--- src/rtl/mips_ctrl_pkg.sv ---
// Shared encodings for the multi-cycle MIPS controller: FSM states, opcodes, functs, ALU ops, mux selects.
// Pure constants and one decode helper; no latency or backpressure of its own.
package mips_ctrl_pkg;

  typedef logic [3:0] state_t;

  localparam state_t ST_IDLE      = 4'd0;
  localparam state_t ST_FETCH     = 4'd1;
  localparam state_t ST_DECODE    = 4'd2;
  localparam state_t ST_MEM_ADDR  = 4'd3;
  localparam state_t ST_MEM_READ  = 4'd4;
  localparam state_t ST_MEM_WB    = 4'd5;
  localparam state_t ST_MEM_WRITE = 4'd6;
  localparam state_t ST_R_EXEC    = 4'd7;
  localparam state_t ST_R_WB      = 4'd8;
  localparam state_t ST_I_EXEC    = 4'd9;
  localparam state_t ST_I_WB      = 4'd10;
  localparam state_t ST_BRANCH    = 4'd11;
  localparam state_t ST_JUMP      = 4'd12;

  localparam logic [5:0] OP_RTYPE = 6'h00;
  localparam logic [5:0] OP_J     = 6'h02;
  localparam logic [5:0] OP_BEQ   = 6'h04;
  localparam logic [5:0] OP_ADDI  = 6'h08;
  localparam logic [5:0] OP_LW    = 6'h23;
  localparam logic [5:0] OP_SW    = 6'h2B;

  localparam logic [5:0] FN_ADD = 6'h20;
  localparam logic [5:0] FN_SUB = 6'h22;
  localparam logic [5:0] FN_AND = 6'h24;
  localparam logic [5:0] FN_OR  = 6'h25;
  localparam logic [5:0] FN_NOR = 6'h27;
  localparam logic [5:0] FN_SLT = 6'h2A;

  localparam logic [3:0] ALU_AND = 4'b0000;
  localparam logic [3:0] ALU_OR  = 4'b0001;
  localparam logic [3:0] ALU_ADD = 4'b0010;
  localparam logic [3:0] ALU_SUB = 4'b0110;
  localparam logic [3:0] ALU_SLT = 4'b0111;
  localparam logic [3:0] ALU_NOR = 4'b1100;

  localparam logic [1:0] SRCB_RDATA2 = 2'd0;
  localparam logic [1:0] SRCB_FOUR   = 2'd1;
  localparam logic [1:0] SRCB_IMM    = 2'd2;
  localparam logic [1:0] SRCB_IMM_SL = 2'd3;

  localparam logic [1:0] PCSRC_ALU    = 2'd0;
  localparam logic [1:0] PCSRC_ALUOUT = 2'd1;
  localparam logic [1:0] PCSRC_JUMP   = 2'd2;

  // Unsupported opcodes map to FETCH; the controller uses that to flag illegal_op.
  function automatic state_t decode_target(input logic [5:0] op);
    case (op)
      OP_LW, OP_SW: decode_target = ST_MEM_ADDR;
      OP_RTYPE:     decode_target = ST_R_EXEC;
      OP_BEQ:       decode_target = ST_BRANCH;
      OP_ADDI:      decode_target = ST_I_EXEC;
      OP_J:         decode_target = ST_JUMP;
      default:      decode_target = ST_FETCH;
    endcase
  endfunction

endpackage

--- src/rtl/multicycle_control_alu_control.sv ---
// R-type funct to ALU operation decoder with a validity flag for unsupported functs.
// Purely combinational, zero latency; no handshake.
module alu_control
  import mips_ctrl_pkg::*;
(
  input  logic [5:0] funct,
  output logic [3:0] alu_op,
  output logic       funct_valid
);

  always_comb begin
    alu_op      = ALU_AND;
    funct_valid = 1'b1;
    case (funct)
      FN_ADD:  alu_op = ALU_ADD;
      FN_SUB:  alu_op = ALU_SUB;
      FN_AND:  alu_op = ALU_AND;
      FN_OR:   alu_op = ALU_OR;
      FN_NOR:  alu_op = ALU_NOR;
      FN_SLT:  alu_op = ALU_SLT;
      default: funct_valid = 1'b0;
    endcase
  end

endmodule

--- src/rtl/multicycle_control.sv ---
// Moore-style multi-cycle MIPS sequencer with retired-instruction counter.
// lw 5, sw/R/addi 4, beq/j 3 cycles; each mem_ready=0 cycle in FETCH/MEM_READ/MEM_WRITE adds one.
module multicycle_control
  import mips_ctrl_pkg::*;
#(
  parameter int CNT_W = 32
) (
  input  logic             clk,
  input  logic             rst_n,
  input  logic [5:0]       opcode,
  input  logic [5:0]       funct,
  input  logic             zero,
  input  logic             mem_ready,
  output logic             pc_write,
  output logic             pc_write_cond,
  output logic             i_or_d,
  output logic             mem_read,
  output logic             mem_write,
  output logic             ir_write,
  output logic             reg_dst,
  output logic             mem_to_reg,
  output logic             reg_write,
  output logic             alu_src_a,
  output logic [1:0]       alu_src_b,
  output logic [3:0]       alu_op,
  output logic [1:0]       pc_source,
  output logic             retire,
  output logic             illegal_op,
  output logic [CNT_W-1:0] instr_count
);

  state_t           state_q, state_d;
  logic [CNT_W-1:0] instr_count_q, instr_count_d;
  logic [3:0]       funct_alu_op;
  logic             funct_valid;

  // zero gates pc_write_cond inside the datapath, not here.
  logic unused_zero;
  assign unused_zero = zero;

  alu_control u_alu_control (
    .funct       (funct),
    .alu_op      (funct_alu_op),
    .funct_valid (funct_valid)
  );

  always_comb begin
    state_d = state_q;
    case (state_q)
      ST_IDLE:      state_d = ST_FETCH;
      ST_FETCH:     if (mem_ready) state_d = ST_DECODE;
      ST_DECODE:    state_d = decode_target(opcode);
      ST_MEM_ADDR:  state_d = (opcode == OP_LW) ? ST_MEM_READ : ST_MEM_WRITE;
      ST_MEM_READ:  if (mem_ready) state_d = ST_MEM_WB;
      ST_MEM_WB:    state_d = ST_FETCH;
      ST_MEM_WRITE: if (mem_ready) state_d = ST_FETCH;
      ST_R_EXEC:    state_d = funct_valid ? ST_R_WB : ST_FETCH;
      ST_R_WB:      state_d = ST_FETCH;
      ST_I_EXEC:    state_d = ST_I_WB;
      ST_I_WB:      state_d = ST_FETCH;
      ST_BRANCH:    state_d = ST_FETCH;
      ST_JUMP:      state_d = ST_FETCH;
      default:      state_d = ST_IDLE;
    endcase
  end

  always_comb begin
    pc_write      = 1'b0;
    pc_write_cond = 1'b0;
    i_or_d        = 1'b0;
    mem_read      = 1'b0;
    mem_write     = 1'b0;
    ir_write      = 1'b0;
    reg_dst       = 1'b0;
    mem_to_reg    = 1'b0;
    reg_write     = 1'b0;
    alu_src_a     = 1'b0;
    alu_src_b     = SRCB_RDATA2;
    alu_op        = ALU_AND;
    pc_source     = PCSRC_ALU;
    retire        = 1'b0;
    illegal_op    = 1'b0;
    case (state_q)
      ST_FETCH: begin
        mem_read  = 1'b1;
        alu_src_b = SRCB_FOUR;
        alu_op    = ALU_ADD;
        ir_write  = mem_ready;
        pc_write  = mem_ready;
      end
      ST_DECODE: begin
        alu_src_b  = SRCB_IMM_SL;
        alu_op     = ALU_ADD;
        illegal_op = (decode_target(opcode) == ST_FETCH);
      end
      ST_MEM_ADDR, ST_I_EXEC: begin
        alu_src_a = 1'b1;
        alu_src_b = SRCB_IMM;
        alu_op    = ALU_ADD;
      end
      ST_MEM_READ: begin
        mem_read = 1'b1;
        i_or_d   = 1'b1;
      end
      ST_MEM_WB: begin
        reg_write  = 1'b1;
        mem_to_reg = 1'b1;
        retire     = 1'b1;
      end
      ST_MEM_WRITE: begin
        mem_write = 1'b1;
        i_or_d    = 1'b1;
        retire    = mem_ready;
      end
      ST_R_EXEC: begin
        alu_src_a  = 1'b1;
        alu_op     = funct_alu_op;
        illegal_op = ~funct_valid;
      end
      ST_R_WB: begin
        reg_write = 1'b1;
        reg_dst   = 1'b1;
        retire    = 1'b1;
      end
      ST_I_WB: begin
        reg_write = 1'b1;
        retire    = 1'b1;
      end
      ST_BRANCH: begin
        alu_src_a     = 1'b1;
        alu_op        = ALU_SUB;
        pc_write_cond = 1'b1;
        pc_source     = PCSRC_ALUOUT;
        retire        = 1'b1;
      end
      ST_JUMP: begin
        pc_write  = 1'b1;
        pc_source = PCSRC_JUMP;
        retire    = 1'b1;
      end
      default: ;
    endcase
  end

  always_comb begin
    instr_count_d = instr_count_q;
    if (retire) instr_count_d = instr_count_q + CNT_W'(1);
  end

  always_ff @(posedge clk or negedge rst_n) begin
    if (!rst_n) begin
      state_q       <= ST_IDLE;
      instr_count_q <= '0;
    end else begin
      state_q       <= state_d;
      instr_count_q <= instr_count_d;
    end
  end

  assign instr_count = instr_count_q;

endmodule

--- config.mk ---
export PLATFORM = sky130hd
export DESIGN_NAME = multicycle_control
export DESIGN_NICKNAME = d
export VERILOG_FILES = /design/src/rtl/mips_ctrl_pkg.sv /design/src/rtl/multicycle_control_alu_control.sv /design/src/rtl/multicycle_control.sv
export SDC_FILE = /design/constraint.sdc
export NUM_CORES = 1
export LEC_CHECK = 0
export ABC_AREA = 0
export CORE_MARGIN = 2
export CORE_UTILIZATION = 40
export CTS_CLUSTER_SIZE = 14
export DETAILED_ROUTE_END_ITERATION = 8
export HOLD_SLACK_MARGIN = 0.06
export PLACE_DENSITY = 0.79
export SLEW_MARGIN = 20
export SYNTH_ARGS = -nofsm -noshare
export SYNTH_HDL_FRONTEND = slang
export SYNTH_SLANG_ARGS = --single-unit
--- constraint.sdc ---
create_clock -name clk -period 7.1 [get_ports clk]
set_clock_uncertainty 0.15 [all_clocks]
set_input_delay 1.42 -clock clk [delete_from_list [all_inputs] [get_ports clk]]
set_output_delay 1.42 -clock clk [all_outputs]
set_load 0.02 [all_outputs]
==> results.toml, run 1 <==
[clocking]
cts_resized = 0
cts.sinks = 36
clk_pin_slew_ps = 70
clock_latency_ps = 290
cts-hold-fix-buffers = 0
clockRootBuffer = "clkbuf_8"
post_cts_buffers = 0
clk_path_buf_depth = 2
h-tree-depth = 2
cts_tree = "yes"
cts_made_buffers = 5

[layout]
stdcell_count = 367
fin_nets = 313
fillers = 482
area_growth_pct = 37.55
final_util_pct = 56.98
antenna_cells = 0
drive_gt1_share_pct = 4.377

[global_route]
grt_pass1_vias = 1835
grt_max_degree = 37
grt_use_met1_pct = 23.95
grt_pass1_wl_um = 8763
grt_antenna_before_repair = 0
grt.busiest_layer = "met2"
grt_overflow_total = 0
gr-usage-all-layers_pct = 18.11
met3_usage_pct = 5.176
gr-usage-met2_pct = 29.39

[setup_path]
cp-start-kind = "primary input"
crit_type = "in2out"
critPathRequiredTime_ps = 5530
endpoint_kind = "output pin"
path_max_fanout = 7
arrival_ps = 3570
r2r_setup_slack_ps = 4260

[timing]
timing.final.crit_share_pct = 72.37
finalMaxSlewViolations = 0
fin_tns_setup_ps = 0
fmax_mhz = 194.6
rsz0062_at_grt = "false"
setup_slack_ps = 1962
min_period_ps = 5138
max_slew.worst_pin.slew_ps = 1139
setup_viol = 0
hold_viol = 0
maxSlewHeadroom_pct = 23.38

[die]
ios = 68
die_width_um = 76.73
core_um2 = 5107
core.rowCount = 26
die_height_um = 76.73
dieArea_um2 = 5887
start_util_pct = 41.43

[routing]
vias = 1966
wirelength_um = 5031
drtIter0Drc = 119
drc_errors = 0
drt-vias-per-instance = 5.357
first_pass_iters = 4
antenna_violating_nets_post_route = 0
wl_per_cell_um = 13.71

[synthesis]
syn_avg_cell_area_um2 = 9.120
synth_cell_types = 44
syn_nets = 249
synthesis.area_um2 = 2116
synth_area_leaders = "dfrtp_1 43%, xnor2_1 9.1%, nand2_1 4.8%"
synth_seq_cells = 36
ys_warn_count = 0
synth_edf_count = 0
synth_top_cell_area_share_pct = 42.58
ys_seq_area_share_pct = 42.58
synth_top_area_cell = "dfrtp_1"
synth_flop_cell = "dfrtp_1"
ys_async_sr_fraction_pct = 100.0
netlist_instances = 232

[pwr]
leakagePower_nw = 1.135
irDropWorstVdd_uv = 182.3
powerDensity_nw_per_um2 = 265.1

[placement]
io_buffers = 66
place_congestion = 0.8545
dpl_worst_slack_ps = 1951
dp.cells = 359
dp.final_hpwl_um = 3699

[run_status]
status = "complete, no violations"

[worst_hold_path]
hold_path.class = "reg2reg"

[run]
max-cap-violations = 0
## Yosys cell counts, types with 2 or more instances
library cell	count
o22ai_1	3
nor3_1	13
nand4_1	12
a21oi_1	5
and4_1	3
and3_1	8
inv_1	8
nand3_1	11
and4b_1	2
o21ai_0	6
xnor2_1	22
nand2_1	27
xor2_1	11
or2_2	2
buf_1	2
a31oi_1	3
dfrtp_1	36
a211oi_1	2
o31ai_1	2
nand2b_1	3
nor4_1	5
clkbuf_1	4
buf_2	2
o211ai_1	2
nor2_1	19
## layout by cell type, fill, tap and decap left out, drive strengths merged, types with 3 or more instances in the layout
cell / n
a21oi: 5
a31oi: 3
and3: 8
and4: 3
clkbuf: 8
clkdlybuf4s50: 66
dfrtp: 36
inv: 8
nand2: 27
nand2b: 4
nand3: 11
nand4: 12
nor2: 19
nor3: 14
nor4: 6
o21ai: 6
o22ai: 3
xnor2: 22
xor2: 11
## flip-flops by register name, indices dropped and copies added (netlist names)
signal	cells
instr_count	32
state_q	4
## through the flow
step	hold slack (ps)	power (W)	area [um^2]
after detailed placement	309.2	0.0006276	2820
after global placement	307.0	0.0006222	2820
final	314.5	0.0007716	2910
after CTS	323.0	0.0007775	2910
after floorplan	427.7	0.0004917	2116
after global routing	350.0	0.0008249	2910
## report_power, final
part	switching [W]	internal, W
clock	0.0000701	0.0000791
sequential	0.0000564	0.000229
combinational	0.000176	0.000160
## final cells by class
cell class,instances,area (um^2),area share [%]
Clock buffer,8,90.09,3.095
Inverter,8,30.03,1.032
Multi-Input combinational cell,178,1134,38.95
Timing Repair Buffer,67,668.1,22.96
Sequential cell,36,900.9,30.95
Tap cell,70,87.58,3.009
## cell families after synthesis
group | synth area share (%)
buffers and inverters | 3.844
DFF | 42.58
AOI/OAI and AO/OA | 10.05
muxes | 0.4731
and+or+nand+nor | 28.80
adders and majority gates | 0.5913
xor gates and xnor gates | 13.66
## worst max-delay path, stage by stage
cell and delay, ps:
clkdlybuf4s50_1 480, inv_1 110, o311a_4 390, or2_2 350, inv_1 180, clkdlybuf4s50_1 640
## final timing paths
path,startpoint,cells past startpoint,endpoint
worst max-delay path,mem_ready,6,retire
worst min register to register,instr_count[31],1,instr_count[31]
min in group asynchronous,rst_n,2,instr_count[1]
max in group asynchronous,rst_n,2,state_q[1]
worst max register to register,state_q[2],5,instr_count[24]
worst min-delay path,instr_count[31],1,instr_count[31]
## layer usage
layer  up-vias  part of all wire [%]
li1        956                     -
met2        76                    47
met3         8                   7.2
met4         0                   1.1
met1       926                    44
met5         -                     0
Note: power is estimated with default switching activity, not from simulation.
==> inputs of run 2 (changes only) <==
Settings changed: PLACE_DENSITY 0.79 to 0.82.
Clock period 7.1 ns to 4.45 ns, I/O delays scaled along.
==> run 2 against run 1 <==
Compared with the run above: wire length up 2.7%; clock power increased by 58%; non-clock buffer count grew 1; first-iteration DRC count down 43%; largest cell class unchanged; combinational power rose by 60%; sequential share of layout area decreased by 0.080 points; hold slack improved by 5.6 ps; critical endpoint unchanged; power increased by 60%; highest routed layer unchanged.
==> results.toml, run 2 (same netlist as run 1, synthesis figures left out) <==
[run_status]
status = "complete, no violations"

[layout]
layout_common_cells = "66 x clkdlybuf4s50_1, 36 x dfrtp_1, 27 x nand2_1"
area_growth_pct = 37.91
drive_gt1_share_pct = 4.698
antenna_cells = 0
largest_reg_flops = 32
fin_nets = 314
mostFrequentLayoutCell = "clkdlybuf4s50_1"

[die]
dieArea_um2 = 5887
ios = 68
start_util_pct = 41.43
die_width_um = 76.73
die_height_um = 76.73
core.rowCount = 26
core_um2 = 5107

[placement]
dp.final_hpwl_um = 3769
io_buffers = 66
place_congestion = 0.8679

[setup_path]
cp-start-kind = "primary input"
cp-endpoint = "retire"
r2r_end = "instr_count[30]"
arrival_ps = 3050
ff2ff_path_depth = 5
crit_type = "in2out"
r2r_setup_slack_ps = 1840
path_max_fanout = 7
endpoint_kind = "output pin"
critPathRequiredTime_ps = 3410
startpoint = "mem_ready"
r2r_start = "state_q[2]"

[pwr]
leakagePower_nw = 1.140
pwr-share-comb_pct = 43.8
finalPower_w = 0.001232
swShare_pct = 39.22
irDropWorstVdd_uv = 408.1
p_int_w = 0.0007488
seq_power_share_pct = 37.1
powerDensity_nw_per_um2 = 422.2
p_switching_w = 0.0004832
pwr-share-clk_pct = 19.1

[global_route]
gr-usage-all-layers_pct = 17.17
grt_pass1_vias = 1808
grt_antenna_before_repair = 0
grt_overflow_total = 0
grt_max_degree = 37
grt_pass1_wl_um = 8321

[clocking]
h-tree-depth = 2
cts_resized = 0
clk_path_buf_depth = 2
cts_tree = "yes"
clk_pin_slew_ps = 70
post_cts_buffers = 0
cts-hold-fix-buffers = 0
clockRootBuffer = "clkbuf_8"
cts.sinks = 36
clock_latency_ps = 280
cts_made_buffers = 5

[timing]
hold_viol = 0
maxSlewHeadroom_pct = 61.06
finalMaxSlewViolations = 0
min_period_ps = 4086
fmax_mhz = 244.7
rsz0062_at_grt = "false"
max_slew.worst_pin.slew_ps = 581.0
fin_tns_setup_ps = 0
timing.final.crit_share_pct = 91.83
setup_viol = 0

[run]
max-cap-violations = 0

[routing]
antenna_violating_nets_post_route = 0
drc_errors = 0
drtIter0Drc = 68
first_pass_iters = 4
wirelength_um = 5169
wl_per_cell_um = 14.05
drt-vias-per-instance = 5.356
vias = 1971

[worst_hold_path]
hold_path.class = "reg2reg"
whs_path_depth = 1
[run 2: cell count changes in the layout (fill, tap and decap cells not counted)]
cell | previous run | this run
buf_4 | 1 | 2
[run 2: how the worst min path moves through the flow]
stage | start | end | slack [ps]
5_1_grt | instr_count[31] | instr_count[31] | 350
6_report | instr_count[31] | instr_count[31] | 320
2_1_floorplan | instr_count[31] | instr_count[31] | 430
3_5_place_dp | instr_count[31] | instr_count[31] | 320
4_1_cts | instr_count[31] | instr_count[31] | 330
3_3_place_gp | instr_count[31] | instr_count[31] | 310
[run 2: stage by stage]
stage | hold slack [ps] | instance area, um^2 | instances | utilization (%) | setup WS, ps
4_1_cts | 326.9 | 2918 | 368 | 57.13 | 374.4
5_1_grt | 352.6 | 2918 | 368 | 57.13 | 265.1
3_3_place_gp | 311.6 | 2828 | 360 | 55.36 | 398.0
2_1_floorplan | 427.7 | 2116 | 232 | - | 1409
6_report | 320.1 | 2918 | 368 | 57.13 | 363.7
3_5_place_dp | 316.1 | 2828 | 360 | 55.36 | 376.1
[run 2: power by group through the flow]
stage / clock network [W] / registers (W) / logic [W]
3_5_place_dp: 0 / 0.000462 / 0.000540
4_1_cts: 0.000243 / 0.000456 / 0.000543
3_3_place_gp: 0 / 0.000459 / 0.000530
6_report: 0.000235 / 0.000457 / 0.000540
2_1_floorplan: 0 / 0.000440 / 0.000345
5_1_grt: 0.000255 / 0.000468 / 0.000589
[run 2: layout make-up]
cell class                 instances  area [um^2]
fill                             470         2190
multi-input combinational        178         1134
sequential                        36        900.9
timing repair buffer              68        675.6
clock buffer                       8        90.09
tap                               70        87.58
inverter                           8        30.03
[run 2: critical path, cell delays in order]
cell and delay [ps]:
clkdlybuf4s50_1 480, inv_1 120, o311a_4 390, or2_2 350, inv_1 180, clkdlybuf4s50_1 630
[run 2: layer usage]
metal | up-vias | wire, um | global-route usage, %
li1 | 963 | - | -
met1 | 933 | 2404 | 21.77
met2 | 70 | 2426 | 28.60
met3 | 5 | 281 | 3.882
met4 | 0 | 56 | 6.364
met5 | - | 0 | 0
==> inputs of run 3 (changes only) <==
Settings changed: CTS_BUF_LIST from default to sky130_fd_sc_hd__clkbuf_2.
==> run 3 against run 2 <==
Compared with the run above: global-route usage about the same; critical path depth unchanged; register-to-register slack about the same; final cell count unchanged; largest power group unchanged; core utilization decreased by 1.0 points; largest cell class unchanged; design area decreased by 1.8%.
==> results.toml, run 3 (same netlist as run 1, synthesis figures left out) <==
[clocking]
h-tree-depth = 2
clockRootBuffer = "clkbuf_2"
clk_pin_slew_ps = 160
clock_latency_ps = 370
cts-hold-fix-buffers = 0
clk_path_buf_depth = 2
post_cts_buffers = 0
cts_tree = "yes"
cts.sinks = 36
cts_resized = 0
cts_made_buffers = 5

[die]
dieArea_um2 = 5887
die_width_um = 76.73
start_util_pct = 41.43
core.rowCount = 26
core_um2 = 5107
die_height_um = 76.73
ios = 68

[timing]
max_slew.worst_pin.slew_ps = 579.7
finalMaxSlewViolations = 0
setup_slack_ps = 363.0
rsz0062_at_grt = "false"
timing.final.crit_share_pct = 91.84
setup_viol = 0
fmax_mhz = 244.7
min_period_ps = 4087
fin_hold_ws_ps = 335.8
fin_tns_setup_ps = 0
maxSlewHeadroom_pct = 61.14
hold_viol = 0

[pwr]
pwr-share-comb_pct = 47.4
pwr-share-clk_pct = 12.6
p_int_w = 0.0006642
powerDensity_nw_per_um2 = 398.0
swShare_pct = 41.78
p_switching_w = 0.0004767
irDropWorstVdd_uv = 363.6
seq_power_share_pct = 40.0
leakagePower_nw = 1.126

[setup_path]
crit_family = "buffers and inverters"
cp-start-kind = "primary input"
cpMaxStageDelayCell = "clkdlybuf4s50_1"
ff2ff_path_depth = 5
critPathRequiredTime_ps = 3410
arrival_ps = 3050
crit_type = "in2out"
crit_chain = "clkdlybuf4s50_1, inv_1, o311a_4, or2_2, inv_1, clkdlybuf4s50_1"
r2r_end = "instr_count[30]"
cpPeakStageDelay_ps = 630
path_max_fanout = 7
cp_num_buf_inv = 4
r2r_start = "state_q[0]"
r2r_setup_slack_ps = 1830
endpoint_kind = "output pin"

[layout]
ff_latch_area_um2 = 900.9
area_growth_pct = 35.48
stdcell_count = 368
antenna_cells = 0
fillers = 480
largest_reg_flops = 32
multi_input_comb_area_um2 = 1134
mostFrequentLayoutCell = "clkdlybuf4s50_1"
layout_common_cells = "66 x clkdlybuf4s50_1, 36 x dfrtp_1, 27 x nand2_1"
fin_nets = 314
drive_gt1_share_pct = 5.034

[global_route]
grt_overflow_total = 0
grt_pass1_vias = 1806
grt_pass1_wl_um = 8321
grt_antenna_before_repair = 0
gr-usage-all-layers_pct = 17.14
grt_max_degree = 37

[worst_hold_path]
hp-start = "instr_count[31]"
whs_path_depth = 1
hold_path.class = "reg2reg"
hold_path_end = "instr_count[31]"

[placement]
place_congestion = 0.8679
dp.cells = 360
dp.final_hpwl_um = 3769
io_buffers = 66
dpl_worst_slack_ps = 376.1

[run_status]
status = "complete, no violations"

[routing]
wirelength_um = 5149
drt-vias-per-instance = 5.399
first_pass_iters = 4
antenna_violating_nets_post_route = 0
vias = 1987
drc_errors = 0
wl_per_cell_um = 13.99
drtIter0Drc = 70

[run]
max-cap-violations = 0
[run 3: cell types whose count changed in the layout (fill, tap and decap cells not counted)]
cell      before  now
clkinv_1       0    1
clkbuf_8       6    0
clkbuf_2       0    7
clkbuf_1       2    0
[run 3: cell type report]
type	count	share of cell area (%)
inverters	8	1.048
multi-input cells	178	39.55
clock inverters	1	0.1309
well taps	70	3.055
repair buffers	68	23.57
flip-flops and latches	36	31.43
clock buffers	7	1.222
[run 3: routing by layer]
| layer | GRT usage (%) | share of wire (%) |
|---|---|---|
| met1 | 21.68 | 46 |
| met3 | 4.588 | 6.1 |
| met2 | 28.60 | 47 |
| met5 | 0 | 0 |
| met4 | 5.273 | 0.93 |
[run 3: how the worst max path moves through the flow]
stage               from  endpoint  slack [ps]  depth (start not counted)
3_3_place_gp   mem_ready    retire         400                          6
5_1_grt        mem_ready    retire         270                          6
6_report       mem_ready    retire         360                          6
3_5_place_dp   mem_ready    retire         380                          6
2_1_floorplan  mem_ready  pc_write        1410                          3
4_1_cts        mem_ready    retire         370                          6
[run 3: per-stage QoR]
stage / util (%) / instance area [um^2] / power [W]
final: 56.12 / 2867 / 0.001141
after CTS: 56.12 / 2867 / 0.001150
after floorplan: - / 2116 / 0.0007845
after global routing: 56.12 / 2867 / 0.001222
after detailed placement: 55.36 / 2828 / 0.001002
after global placement: 55.36 / 2828 / 0.0009893
[run 3: power by group through the flow]
stage / logic, W / registers, W / clock network [W]
finish: 0.000540 / 0.000457 / 0.000144
global route: 0.000589 / 0.000468 / 0.000166
CTS: 0.000542 / 0.000456 / 0.000151
detailed placement: 0.000540 / 0.000462 / 0
global placement: 0.000530 / 0.000459 / 0
floorplan: 0.000345 / 0.000440 / 0
[run 3: worst register-to-register path, stage by stage (launching register included)]
cell and delay, ps:
dfrtp_1 600, nand2b_4 260, o311a_4 350, or4_1 670, nor4_4 340, xor2_1 170
